File: src/rtl/recon_pkg.sv
// Shared types and default constants for the modulo-ADC reconstruction sequencer.
package recon_pkg;

    typedef enum logic [1:0] {
        IDLE  = 2'd0,
        PRIME = 2'd1,
        RUN   = 2'd2,
        DRAIN = 2'd3
    } recon_state_t;

    localparam logic [23:0] LAMBDA_DEFAULT = 24'h00C000;
    localparam int unsigned PIPE_LATENCY   = 45;

endpackage

File: src/rtl/sample_tick_gen.sv
// Sample-rate divider: latches the divide ratio at run start, emits a registered
// one-cycle tick every div_l clocks while active.
module sample_tick_gen #(
    parameter int unsigned DIV_W = 16
) (
    input  logic             clk,
    input  logic             reset,
    input  logic             load,
    input  logic             active,
    input  logic             abort,
    input  logic [DIV_W-1:0] div_cfg,
    output logic             tick,
    output logic             tick_pulse
);

    logic [DIV_W-1:0] div_l_q;
    logic [DIV_W-1:0] cnt_q;
    logic             tick_q;

    assign tick       = active && (cnt_q == div_l_q - DIV_W'(1));
    assign tick_pulse = tick_q;

    always_ff @(posedge clk or posedge reset) begin
        if (reset) begin
            div_l_q <= DIV_W'(2);
            cnt_q   <= '0;
            tick_q  <= 1'b0;
        end else begin
            // A ratio below 2 would collapse the tick into a constant enable.
            if (load) begin
                div_l_q <= (div_cfg < DIV_W'(2)) ? DIV_W'(2) : div_cfg;
            end
            if (load || !active || tick) begin
                cnt_q <= '0;
            end else begin
                cnt_q <= cnt_q + DIV_W'(1);
            end
            tick_q <= tick && !abort;
        end
    end

endmodule

File: src/rtl/recon_sequencer.sv
// Reconstruction pipeline sequencer: fill/run/drain control, sample-tick strobes
// and the idle-only LAMBDA update path.
module recon_sequencer #(
    parameter int unsigned      WIDTH           = 24,
    parameter int unsigned      FRACTIONAL_BITS = 16,
    parameter logic [WIDTH-1:0] LAMBDA_DEFAULT  = WIDTH'(recon_pkg::LAMBDA_DEFAULT),
    parameter int unsigned      PIPE_LATENCY    = recon_pkg::PIPE_LATENCY,
    parameter int unsigned      DIV_W           = 16,
    parameter int unsigned      CNT_W           = 32
) (
    input  logic             clk,
    input  logic             reset,
    input  logic             run_req,
    input  logic             stop_req,
    input  logic [DIV_W-1:0] div_cfg,
    input  logic             cfg_wr,
    input  logic [WIDTH-1:0] cfg_lambda,
    output logic             pipe_clk_en,
    output logic             pipe_start,
    output logic [WIDTH-1:0] lambda_o,
    output logic             dac_valid,
    output logic             busy,
    output logic [1:0]       state_o,
    output logic             done,
    output logic [CNT_W-1:0] sample_count
);
    import recon_pkg::*;

    localparam int unsigned FILL_W = $clog2(PIPE_LATENCY + 1);

    if (FRACTIONAL_BITS >= WIDTH) begin : g_frac_check
        $error("FRACTIONAL_BITS must be smaller than WIDTH");
    end

    recon_state_t      state_q, state_d;
    logic [FILL_W-1:0] fill_q, fill_d;
    logic [CNT_W-1:0]  count_q, count_d;
    logic              stop_pend_q, stop_pend_d;
    logic              start_q, start_d;
    logic              valid_q, valid_d;
    logic              done_q, done_d;
    logic [WIDTH-1:0]  shadow_q, lambda_q;
    logic              tick, launch, abort;

    sample_tick_gen #(
        .DIV_W (DIV_W)
    ) u_tick (
        .clk        (clk),
        .reset      (reset),
        .load       (launch),
        .active     (state_q != IDLE),
        .abort      (abort),
        .div_cfg    (div_cfg),
        .tick       (tick),
        .tick_pulse (pipe_clk_en)
    );

    always_comb begin
        state_d     = state_q;
        fill_d      = fill_q;
        count_d     = count_q;
        stop_pend_d = stop_pend_q;
        start_d     = 1'b0;
        valid_d     = 1'b0;
        done_d      = 1'b0;
        launch      = 1'b0;
        abort       = 1'b0;
        unique case (state_q)
            IDLE: begin
                if (run_req && !stop_req) begin
                    state_d     = PRIME;
                    launch      = 1'b1;
                    fill_d      = '0;
                    count_d     = '0;
                    stop_pend_d = 1'b0;
                end
            end
            PRIME: begin
                if (stop_req) begin
                    state_d = IDLE;
                    abort   = 1'b1;
                end else if (tick) begin
                    start_d = 1'b1;
                    fill_d  = fill_q + FILL_W'(1);
                    if (fill_d == FILL_W'(PIPE_LATENCY)) begin
                        state_d = RUN;
                    end
                end
            end
            RUN: begin
                stop_pend_d = stop_pend_q | stop_req;
                if (tick) begin
                    valid_d = 1'b1;
                    if (stop_pend_d) begin
                        // The transition tick is the first of the drain outputs.
                        stop_pend_d = 1'b0;
                        fill_d      = FILL_W'(1);
                        if (PIPE_LATENCY <= 1) begin
                            state_d = IDLE;
                            done_d  = 1'b1;
                        end else begin
                            state_d = DRAIN;
                        end
                    end else begin
                        start_d = 1'b1;
                    end
                end
            end
            DRAIN: begin
                if (tick) begin
                    valid_d = 1'b1;
                    fill_d  = fill_q + FILL_W'(1);
                    if (fill_d == FILL_W'(PIPE_LATENCY)) begin
                        state_d = IDLE;
                        done_d  = 1'b1;
                    end
                end
            end
            default: ;
        endcase
        if (valid_d && (count_q != '1)) begin
            count_d = count_q + CNT_W'(1);
        end
    end

    always_ff @(posedge clk or posedge reset) begin
        if (reset) begin
            state_q     <= IDLE;
            fill_q      <= '0;
            count_q     <= '0;
            stop_pend_q <= 1'b0;
            start_q     <= 1'b0;
            valid_q     <= 1'b0;
            done_q      <= 1'b0;
            shadow_q    <= LAMBDA_DEFAULT;
            lambda_q    <= LAMBDA_DEFAULT;
        end else begin
            state_q     <= state_d;
            fill_q      <= fill_d;
            count_q     <= count_d;
            stop_pend_q <= stop_pend_d;
            start_q     <= start_d;
            valid_q     <= valid_d;
            done_q      <= done_d;
            if (cfg_wr) begin
                shadow_q <= cfg_lambda;
            end
            // Active LAMBDA only follows the shadow while idle.
            if (state_q == IDLE) begin
                lambda_q <= shadow_q;
            end
        end
    end

    assign pipe_start   = start_q;
    assign dac_valid    = valid_q;
    assign done         = done_q;
    assign lambda_o     = lambda_q;
    assign busy         = (state_q != IDLE);
    assign state_o      = state_q;
    assign sample_count = count_q;

endmodule

File: config.mk
export PLATFORM = sky130hd
export DESIGN_NAME = recon_sequencer
export DESIGN_NICKNAME = d
export VERILOG_FILES = /design/src/rtl/recon_pkg.sv /design/src/rtl/sample_tick_gen.sv /design/src/rtl/recon_sequencer.sv
export SDC_FILE = /design/constraint.sdc
export NUM_CORES = 1
export LEC_CHECK = 0
export BUFFER_PORTS_ARGS = -buffer_cell sky130_fd_sc_hd__buf_2
export CAP_MARGIN = 0
export CORE_UTILIZATION = 41
export DETAILED_ROUTE_END_ITERATION = 10
export PLACE_DENSITY = 0.61
export SLEW_MARGIN = 10
export SYNTH_ARGS = -nofsm -noshare
export SYNTH_HDL_FRONTEND = slang
export SYNTH_HIERARCHICAL = 1
export SYNTH_SLANG_ARGS = --single-unit
File: constraint.sdc
create_clock -name clk -period 3.5 [get_ports clk]
set_clock_uncertainty 0.05 [all_clocks]
set_input_delay 0.525 -clock clk [delete_from_list [all_inputs] [get_ports clk]]
set_output_delay 0.525 -clock clk [all_outputs]
set_load 0.01 [all_outputs]
==> flow_metrics.env, run 1 <==
export IMPL_clockBufferDepth=2
export IMPL_crit_path_end="sample_count[7]"
export IMPL_yosysTopAreaCell="dfrtp_1"
export IMPL_cts_sinks=125
export IMPL_path_buf_inv=5
export IMPL_stdcell_area_mm2=0.00855
export IMPL_cp_start_kind="register"
export IMPL_dp_hpwl_mm=11.8
export IMPL_yosysTopAreaCellShare=0.450
export IMPL_tns_ps=0
export IMPL_synth_mux_area_frac=0.104
export IMPL_postSynthNetCount=696
export IMPL_ys_seq_area_frac=0.469
export IMPL_htree_levels=4
export IMPL_placed_cells=966
export IMPL_n_antenna_cell=0
export IMPL_vias=5609
export IMPL_finalMaxSlewViolations=0
export IMPL_maxSlewHeadroom=0.322
export IMPL_clkLatencyLatePin_ps=420
export IMPL_die_y_um=130
export IMPL_stdcell_count=1015
export IMPL_crit_fanout=10
export IMPL_cp_top_family="simple AND/OR/NAND/NOR gates"
export IMPL_avgSynthCellArea_um2=10.4
export IMPL_fp_dieW_um=130
export IMPL_root_buffer="clkbuf_16"
export IMPL_r2r_start="u_tick/div_l_q[1]"
export IMPL_initial_core_util=0.420
export IMPL_synthTopCellsByArea="dfrtp_1 45%, mux2_2 10%, nand2_1 2.8%"
export IMPL_synthDistinctLibCells=65
export IMPL_portBuffers=107
export IMPL_synth_flop_cell="dfrtp_1"
export IMPL_die_area_mm2=0.0168
export IMPL_tritoncts="built"
export IMPL_max_stage_delay_ps=570
export IMPL_yosys_cell_count_top_type="dfrtp_1"
export IMPL_grt_pass1_vias=5412
export IMPL_cts_buffers=17
export IMPL_r2r_setup_slack_ps=50
export IMPL_viasPerCell=5.53
export IMPL_area_delta_synth_final_pct=28.0
export IMPL_worstSetupPathType="register to register"
export IMPL_worst_pin_slew_ps=1020
export IMPL_synth_common_cells="120 x dfrtp_1, 60 x mux2_2, 50 x nand2_1"
export IMPL_clkTransAtPathRegs_ps=60
export IMPL_crit_slowest_cell="dfstp_2"
export IMPL_grt_usage=0.208
export IMPL_r2r_cells=15
export IMPL_synth_top_family_by_area="simple AND/OR/NAND/NOR gates"
export IMPL_max_cap_violations=0
export IMPL_synthesis_area_mm2=0.00668
export IMPL_worst_hold_slack_ps=158
export IMPL_dpl_cell_area_mm2=0.00763
export IMPL_drive_gt1_frac=0.373
export IMPL_synth_xor_area_frac=0.0407
export IMPL_min_period_ps=3450
export IMPL_p_leak_nw=3.88
export IMPL_crit_arrival_ps=3710
export IMPL_outcome="completed"
export IMPL_drc=0
export IMPL_path_cells="inv_1, ha_2, buf_4, nor4b_2, and3_1, o21ai_1, o211ai_1, or4_4, nor2_4, buf_6, o21ai_4, inv_2, a21oi_4, clkbuf_16, a221o_1"
export IMPL_finalSetupViolCount=0
export IMPL_ir_drop_uv=399
export IMPL_first_pass_iters=4
export IMPL_grt_max_degree=50
export IMPL_hp_class="primary input to asynchronous set/reset pin"
export IMPL_rsz0062_at_grt="yes"
export IMPL_fin_nets=841
export IMPL_first_iter_violations=359
export IMPL_power_density_mw_per_mm2=662
export IMPL_antenna_left=0
export IMPL_cp_end_kind="register"
export IMPL_synth_cells=641
export IMPL_grt_pass1_wl_mm=27.1
export IMPL_synth_seq_cells=125
export IMPL_startpoint="u_tick/div_l_q[1]"
export IMPL_critPathRequiredTime_ps=3760
export IMPL_antenna_found_initial=0
export IMPL_cp_depth=15
export IMPL_synth_edf_count=0
export IMPL_fillers=1425
export IMPL_fmax_mhz=290
export IMPL_yosys_area_share_simple=0.219
export IMPL_synth_compound_area_share=0.107
export IMPL_hold_viol=0
export IMPL_core_area_mm2=0.0159
export IMPL_wl_mm=17.1
export IMPL_synthAdderAreaFrac=0.0187
export IMPL_synthArstFlopShare=1.00
export IMPL_regToRegEndpoint="sample_count[7]"
export IMPL_post_drt_wl_per_cell_um=16.9
export IMPL_ys_warnings_count=6
export IMPL_period_share=0.985
export IMPL_gp_routability_congestion=0.931
export IMPL_rows=46
export IMPL_ioPinCount=108
export IMPL_grt_overflow_total=0
==> registers in the layout, summed over array words and instances (netlist names), named ones only <==
| signal | count |
|---|---|
| sample_count | 32 |
| lambda_o | 24 |
| shadow_q | 24 |
| u_tick/cnt_q | 16 |
| u_tick/div_l_q | 16 |
| fill_q | 6 |
| dac_valid | 1 |
| done | 1 |
| pipe_start | 1 |
| state_o | 1 |
| stop_pend_q | 1 |
| u_tick/tick_pulse | 1 |
==> kinds of logic after synthesis <==
logic type	count (synthesis)
adders and majority gates	10
DFF	125
muxes	62
AOI/OAI and AO/OA	97
and+or+nand+nor	258
xor gates and xnor gates	31
buffers and inverters	58
==> layout make-up <==
| type | instances | area, um^2 | share of cell area |
|---|---|---|---|
| Timing Repair Buffer | 158 | 1010 | 0.118 |
| Clock inverter | 15 | 203 | 0.0237 |
| Multi-Input combinational cell | 458 | 3400 | 0.398 |
| Clock buffer | 17 | 425 | 0.0498 |
| Sequential cell | 125 | 3140 | 0.367 |
| Tap cell | 216 | 270 | 0.0316 |
| Inverter | 26 | 98.8 | 0.0116 |
==> metal layers <==
metal | GRT usage | part of all wire
met5 | 0 | 0
met4 | 0.0739 | 0.017
met3 | 0.0438 | 0.039
met2 | 0.359 | 0.51
met1 | 0.257 | 0.44
==> worst reg2reg max path, delay by kind of cell (launching register included) <==
family                     cells  cell delay (ps)
AOI/OAI and AO/OA              5              860
adders and majority gates      1              170
buffers and inverters          5              620
DFF                            1              570
and+or+nand+nor                4             1070
==> per-stage QoR <==
step                total power, W  worst slack [ps]  utilization
finish                     0.00566              51.1        0.538
global placement           0.00358              85.4        0.480
detailed placement         0.00364             -80.0        0.480
CTS                        0.00556              8.15        0.521
global route               0.00598             -53.7        0.538
floorplan                  0.00306              15.6            -
==> timing repair <==
action	4_1_cts	5_1_grt
hold endpoints to repair	0	0
gates resized for setup	4	22
buffers inserted	0	13
setup endpoints to repair	5	32
hold buffers	0	0
pin swaps	0	14
cloned	0	4
==> where the power goes <==
part	switching (W)	internal (W)	total [W]
combinational	0.000911	0.000858	0.00177
clock	0.000720	0.00115	0.00187
sequential	0.000258	0.00177	0.00203
==> worst min path at each step <==
stage / endpoint / slack (ps) / cells past startpoint
final: u_tick/cnt_q[10] / 160 / 3
after global routing: u_tick/cnt_q[9] / 220 / 3
after CTS: u_tick/cnt_q[9] / 160 / 3
after detailed placement: lambda_o[17] / 440 / 1
after global placement: fill_q[5] / 420 / 1
after floorplan: fill_q[5] / 400 / 1
==> cell usage in the layout (no fill, tap or decap), drive strengths merged, types with 3 or more instances in the layout <==
cell	n
o21ai	29
o211ai	8
or4	9
a211o	9
and2	7
mux2	60
nor3	24
dfstp	5
ha	10
clkinv	4
a221o	16
bufinv	3
nor4	23
nor4b	5
xnor2	14
o21a	3
a31oi	5
clkbuf	20
buf	155
and4	11
xor2	17
or3	6
and3	9
nor2	36
or2	6
dfrtp	120
nor2b	11
nand4	14
nand3	26
a211oi	3
nand2	50
nand3b	5
inv	33
nand2b	5
a21oi	8
No activity file was read; power rests on OpenSTA's default activity.
==> inputs of run 2 (changes only) <==
--- a/config.mk
+++ b/config.mk
@@ -5,11 +5,13 @@
 export SDC_FILE = /design/constraint.sdc
 export NUM_CORES = 1
 export LEC_CHECK = 0
+export ABC_AREA = 1
 export BUFFER_PORTS_ARGS = -buffer_cell sky130_fd_sc_hd__buf_2
 export CAP_MARGIN = 0
 export CORE_UTILIZATION = 41
 export DETAILED_ROUTE_END_ITERATION = 10
 export PLACE_DENSITY = 0.61
+export SETUP_SLACK_MARGIN = 0.02
 export SLEW_MARGIN = 10
 export SYNTH_ARGS = -nofsm -noshare
 export SYNTH_HDL_FRONTEND = slang
==> run 2 against run 1 <==
Net effect:
- first-iteration DRC count down 12%
- critical path depth is 3 higher
- sequential share of layout area is 1.7 points higher
- via count up 4.7%
- die area up 2.6%
- cell count up 17%
- fmax is 11% higher
- synthesized area is 2.6% higher
- critical path type unchanged
- largest cell class unchanged
- largest power group unchanged
==> flow_metrics.env, run 2 <==
export IMPL_outcome="completed"
export IMPL_first_iter_violations=316
export IMPL_rows=46
export IMPL_crit_slowest_cell="dfstp_2"
export IMPL_synthArstFlopShare=1.00
export IMPL_rsz0062_at_grt="no"
export IMPL_stdcell_count=1188
export IMPL_antenna_left=0
export IMPL_die_area_mm2=0.0172
export IMPL_dp_hpwl_mm=11.8
export IMPL_viasPerCell=4.94
export IMPL_hold_buffers=0
export IMPL_avgSynthCellArea_um2=8.08
export IMPL_final_cell_mix="202 x nand2_1, 120 x dfrtp_1, 110 x inv_1, 107 x buf_2, 75 x o21ai_0"
export IMPL_clkLatencyLatePin_ps=420
export IMPL_tritoncts="built"
export IMPL_yosysTopAreaCell="dfrtp_1"
export IMPL_cp_end_kind="register"
export IMPL_finalSetupViolCount=0
export IMPL_n_antenna_cell=0
export IMPL_largest_reg_flops=32
export IMPL_wl_mm=16.4
export IMPL_power_density_mw_per_mm2=628
export IMPL_synth_common_cells="202 x nand2_1, 120 x dfrtp_1, 111 x inv_1"
export IMPL_ioPinCount=108
export IMPL_first_pass_iters=7
export IMPL_hold_viol=0
export IMPL_finalMaxSlewViolations=0
export IMPL_p_leak_nw=3.91
export IMPL_max_cap_violations=0
export IMPL_period_share=0.888
export IMPL_path_buf_inv=3
export IMPL_drc=0
export IMPL_synth_edf_count=0
export IMPL_synthTopCellsByArea="dfrtp_1 44%, nand2_1 11%, inv_1 6.1%"
export IMPL_critPathRequiredTime_ps=3790
export IMPL_grt_pass1_wl_mm=27.3
export IMPL_die_y_um=131
export IMPL_finalPower_w=0.00512
export IMPL_maxSlewHeadroom=0.458
export IMPL_path_cells="inv_1, ha_1, nand2_2, inv_1, nand2_1, nand2_1, nor2_1, nand2_1, nor2_1, nand3_2, nor2_2, nor2_1, inv_1, nand3_1, nor2_2, nand2_1, or2_2, o21ai_1"
export IMPL_ys_warnings_count=6
export IMPL_hp_class="primary input to asynchronous set/reset pin"
export IMPL_ys_seq_area_frac=0.457
export IMPL_tns_ps=0
export IMPL_post_drt_wl_per_cell_um=13.8
export IMPL_cts_sinks=125
export IMPL_cts_setup_buffers=0
export IMPL_synth_flop_cell="dfrtp_1"
export IMPL_yosys_cell_count_top_type="nand2_1"
export IMPL_fillers=1578
export IMPL_crit_fanout=7
export IMPL_postSynthNetCount=903
export IMPL_core_area_mm2=0.0161
export IMPL_grt_max_degree=67
export IMPL_clockBufferDepth=2
export IMPL_synthDistinctLibCells=40
export IMPL_grt_overflow_total=0
export IMPL_worst_pin_slew_ps=813
export IMPL_clkTransAtPathRegs_ps=60
export IMPL_fmax_mhz=322
export IMPL_htree_levels=4
export IMPL_r2r_setup_slack_ps=390
export IMPL_synth_cells=848
export IMPL_cp_start_kind="register"
export IMPL_vias=5871
export IMPL_cp_top_family="simple AND/OR/NAND/NOR gates"
export IMPL_crit_arrival_ps=3390
export IMPL_cts_repair_resized=0
export IMPL_cp_common_cell="nand2_1"
export IMPL_synthesis_area_mm2=0.00685
export IMPL_fin_nets=1014
export IMPL_antenna_found_initial=0
export IMPL_cts_buffers=17
export IMPL_portBuffers=107
export IMPL_fp_dieW_um=131
export IMPL_layout_commonest_cell="nand2_1"
export IMPL_grt_usage=0.198
export IMPL_yosysTopAreaCellShare=0.438
export IMPL_root_buffer="clkbuf_16"
export IMPL_synth_seq_cells=125
export IMPL_min_period_ps=3110
export IMPL_grt_pass1_vias=5432
export IMPL_gp_routability_congestion=0.910
export IMPL_worstSetupPathType="register to register"
export IMPL_placed_cells=1155
export IMPL_drive_gt1_frac=0.225
export IMPL_ir_drop_uv=348
export IMPL_initial_core_util=0.425
export IMPL_area_delta_synth_final_pct=19.1
export IMPL_max_stage_delay_ps=520
[run 2: cell types whose count changed after synthesis, moves of 11 or more]
cell,previous run,this run
a221o_1,16,0
inv_1,26,111
mux2_2,60,0
nand2_1,50,202
nand3_1,25,62
nor2_1,36,65
nor2b_1,11,0
nor4_1,22,7
o21ai_0,28,75
o22ai_2,0,12
xor2_1,17,31
[run 2: cell type report]
class	count	area, um^2	share of cell area
inverters	120	455	0.0558
multi-input cells	583	3170	0.388
repair buffers	112	573	0.0702
flip-flops and latches	125	3130	0.384
clock buffers	18	429	0.0526
well taps	216	270	0.0331
clock inverters	14	135	0.0166
[run 2: worst paths after layout]
| check | from | endpoint | cells after the start |
|---|---|---|---|
| worst max-delay path | u_tick/div_l_q[1] | fill_q[2] | 18 |
| worst min-delay path | reset | u_tick/cnt_q[4] | 3 |
| worst max register to register | u_tick/div_l_q[1] | fill_q[2] | 18 |
| worst min register to register | lambda_o[9] | lambda_o[9] | 2 |
| max in group asynchronous | reset | fill_q[1] | 3 |
| min in group clk | cfg_lambda[21] | shadow_q[21] | 3 |
[run 2: per-stage QoR]
step           hold WS (ps)  cell area, um^2  utilization  setup slack [ps]
6_report                178             8160        0.507               393
5_1_grt                 211             8160        0.507              46.6
4_1_cts                 179             8140        0.505               214
3_5_place_dp            421             7580        0.470               229
3_3_place_gp            414             7580        0.470               345
2_1_floorplan           404             6850            -               320
[run 2: layer usage]
| layer | global-route usage | vias to the layer above | share of wire |
|---|---|---|---|
| li1 | - | 2954 | - |
| met1 | 0.282 | 2724 | 0.50 |
| met2 | 0.289 | 168 | 0.43 |
| met3 | 0.0486 | 25 | 0.054 |
| met4 | 0.0769 | 0 | 0.018 |
| met5 | 0 | - | 0 |
[run 2: power breakdown]
group          leakage (nW)  switching (W)  internal (W)  total, W
Sequential             1.62       0.000229       0.00175   0.00198
Combinational          2.03       0.000949      0.000519   0.00147
Clock                 0.264       0.000693      0.000988   0.00168
Total                  3.91        0.00187       0.00325   0.00512
[run 2: worst register-to-register path, cell delays in order, from the launching register on]
cell     delay, ps
dfstp_2        520
inv_1           60
ha_1           230
nand2_2        140
inv_1           70
nand2_1         60
nand2_1         50
nor2_1         110
nand2_1         50
nor2_1         110
nand3_2        130
nor2_2         220
nor2_1          70
inv_1           60
nand3_1        150
nor2_2         320
nand2_1        120
or2_2          350
o21ai_1        140
[run 2: logic make-up after synthesis]
group           after synthesis  synth area share
buf+inv                     141            0.0836
fa+ha+maj                    10            0.0183
xor+xnor                     41            0.0524
simple gates                412             0.279
flops                       125             0.457
compound gates              119             0.109
==> inputs of run 3 (changes only) <==
--- a/config.mk
+++ b/config.mk
@@ -10,7 +10,7 @@
 export CAP_MARGIN = 0
 export CORE_UTILIZATION = 41
 export DETAILED_ROUTE_END_ITERATION = 10
-export PLACE_DENSITY = 0.61
+export PLACE_DENSITY_LB_ADDON = 0.05
 export SETUP_SLACK_MARGIN = 0.02
 export SLEW_MARGIN = 10
 export SYNTH_ARGS = -nofsm -noshare
==> run 3 against run 2 <==
Net effect:
- sequential power is essentially flat
- hold slack improved by 26 ps
- first-iteration DRC count increased by 5.7%
- combinational power barely moved
- global-route usage increased by 0.95 points
- utilization up 0.30 points
- cell area increased by 0.60%
- fmax is 2.0% higher
- sequential cell count did not move
- wire length rose by 3.7%
- count of clock-buffer cells in the layout decreased by 1
- largest cell class unchanged
- highest routed layer is now met5
==> flow_metrics.env, run 3 (same netlist as run 2, synthesis figures left out) <==
export IMPL_clockBufferDepth=2
export IMPL_path_cells="inv_1, ha_1, nand2_2, inv_1, nand2_1, nand2_1, nor2_1, nand2_1, nor2_1, nand3_2, nor2_2, nor2_1, inv_1, nand3_1, nor2_4, nand2_1, or2_2, o21ai_1"
export IMPL_tns_ps=0
export IMPL_drc=0
export IMPL_cp_common_cell="nand2_1"
export IMPL_htree_levels=4
export IMPL_grt_max_degree=58
export IMPL_root_buffer="clkbuf_16"
export IMPL_grt_usage=0.208
export IMPL_fp_dieW_um=131
export IMPL_worst_pin_slew_ps=906
export IMPL_post_drt_wl_per_cell_um=14.3
export IMPL_power_density_mw_per_mm2=642
export IMPL_p_leak_nw=3.94
export IMPL_first_iter_violations=334
export IMPL_antenna_found_initial=1
export IMPL_worstSetupPathType="register to register"
export IMPL_clkLatencyLatePin_ps=420
export IMPL_drive_gt1_frac=0.226
export IMPL_cp_top_family="simple AND/OR/NAND/NOR gates"
export IMPL_cp_end_kind="register"
export IMPL_p_int_w=0.00335
export IMPL_portBuffers=107
export IMPL_max_stage_delay_ps=530
export IMPL_hp_class="primary input to asynchronous set/reset pin"
export IMPL_grt_overflow_total=0
export IMPL_min_period_ps=3050
export IMPL_largest_reg_flops=32
export IMPL_comb_power_share=0.281
export IMPL_p_clk_frac=0.345
export IMPL_critPathRequiredTime_ps=3790
export IMPL_fmax_mhz=328
export IMPL_rsz0062_at_grt="no"
export IMPL_startpoint="u_tick/div_l_q[1]"
export IMPL_hold_viol=0
export IMPL_switchingPower_w=0.00193
export IMPL_max_cap_violations=0
export IMPL_vias=5687
export IMPL_antenna_left=0
export IMPL_finalPower_w=0.00527
export IMPL_stdcell_area_mm2=0.00821
export IMPL_cts_setup_buffers=0
export IMPL_cp_start_kind="register"
export IMPL_crit_arrival_ps=3340
export IMPL_clkTransAtPathRegs_ps=60
export IMPL_final_core_utilization=0.510
export IMPL_final_cell_mix="202 x nand2_1, 120 x dfrtp_1, 110 x inv_1, 107 x buf_2, 75 x o21ai_0"
export IMPL_maxSlewHeadroom=0.396
export IMPL_gp_routability_congestion=0.868
export IMPL_crit_fanout=7
export IMPL_ir_drop_uv=372
export IMPL_worst_hold_slack_ps=204
export IMPL_tritoncts="built"
export IMPL_period_share=0.870
export IMPL_dp_hpwl_mm=12.3
export IMPL_wl_mm=17.0
export IMPL_cts_buffers=17
export IMPL_finalSetupViolCount=0
export IMPL_dpl_cell_area_mm2=0.00758
export IMPL_die_y_um=131
export IMPL_core_area_mm2=0.0161
export IMPL_crit_slowest_cell="dfstp_2"
export IMPL_r2r_start="u_tick/div_l_q[1]"
export IMPL_outcome="completed"
export IMPL_grt_pass1_wl_mm=28.4
export IMPL_rows=46
export IMPL_n_antenna_cell=0
export IMPL_die_area_mm2=0.0172
export IMPL_layout_commonest_cell="nand2_1"
export IMPL_initial_core_util=0.425
export IMPL_first_pass_iters=5
export IMPL_area_delta_synth_final_pct=19.8
export IMPL_ioPinCount=108
export IMPL_finalMaxSlewViolations=0
export IMPL_path_buf_inv=3
export IMPL_grt_pass1_vias=5521
export IMPL_sw_frac_of_total=0.366
export IMPL_cts_sinks=125
export IMPL_p_seq_frac=0.374
export IMPL_viasPerCell=4.79
export IMPL_fin_nets=1014
## run 3: cell types whose count changed in the layout (fill, tap and decap cells not counted)
cell,before,now
clkinvlp_4,4,2
inv_8,0,2
bufinv_16,1,2
clkbuf_1,1,0
clkinv_4,3,2
clkinv_8,0,1
inv_4,2,1
inv_6,5,6
nor2_2,5,4
nor2_4,5,6
## run 3: area by class of cell
class                      instances  area (um^2)
tap                              216          270
sequential                       125         3130
inverter                         120          458
clock inverter                    15          180
fill                            1631         7900
timing repair buffer             112          573
clock buffer                      17          425
multi-input combinational        583         3170
## run 3: stage by stage
| step | setup slack [ps] | instances |
|---|---|---|
| after floorplan | 320 | 848 |
| after global placement | 290 | 1155 |
| after detailed placement | 199 | 1155 |
| after CTS | 193 | 1187 |
| after global routing | 57.9 | 1188 |
| final | 454 | 1188 |
## run 3: layer usage
layer	part of all wire	GRT usage	vias to the layer above
met5	0.00077	0	-
met3	0.046	0.0517	14
met2	0.46	0.314	118
met4	0.0096	0.0672	2
met1	0.49	0.291	2595
li1	-	-	2958
## run 3: path summary, 6_finish.rpt
path	cells past startpoint	slack [ps]	endpoint
setup / recovery	18	450	fill_q[2]
hold / removal	2	200	lambda_o[0]
setup reg to reg	18	450	fill_q[2]
hold reg to reg	2	430	lambda_o[14]
max in group asynchronous	3	2360	u_tick/div_l_q[1]
min in group clk	3	260	shadow_q[12]
## run 3: what timing repair did
item                                   4_1_cts  5_1_grt
setup endpoints to repair                    0       33
hold buffers                                 0        0
resized for setup                            0        5
endpoints found under the hold margin        0        0
## run 3: power by group through the flow
stage | Sequential, W | Clock, W | Combinational, W
floorplan | 0.00202 | 0 | 0.000988
finish | 0.00197 | 0.00182 | 0.00148
detailed placement | 0.00199 | 0 | 0.00149
CTS | 0.00197 | 0.00187 | 0.00149
global placement | 0.00199 | 0 | 0.00148
global route | 0.00202 | 0.00193 | 0.00170
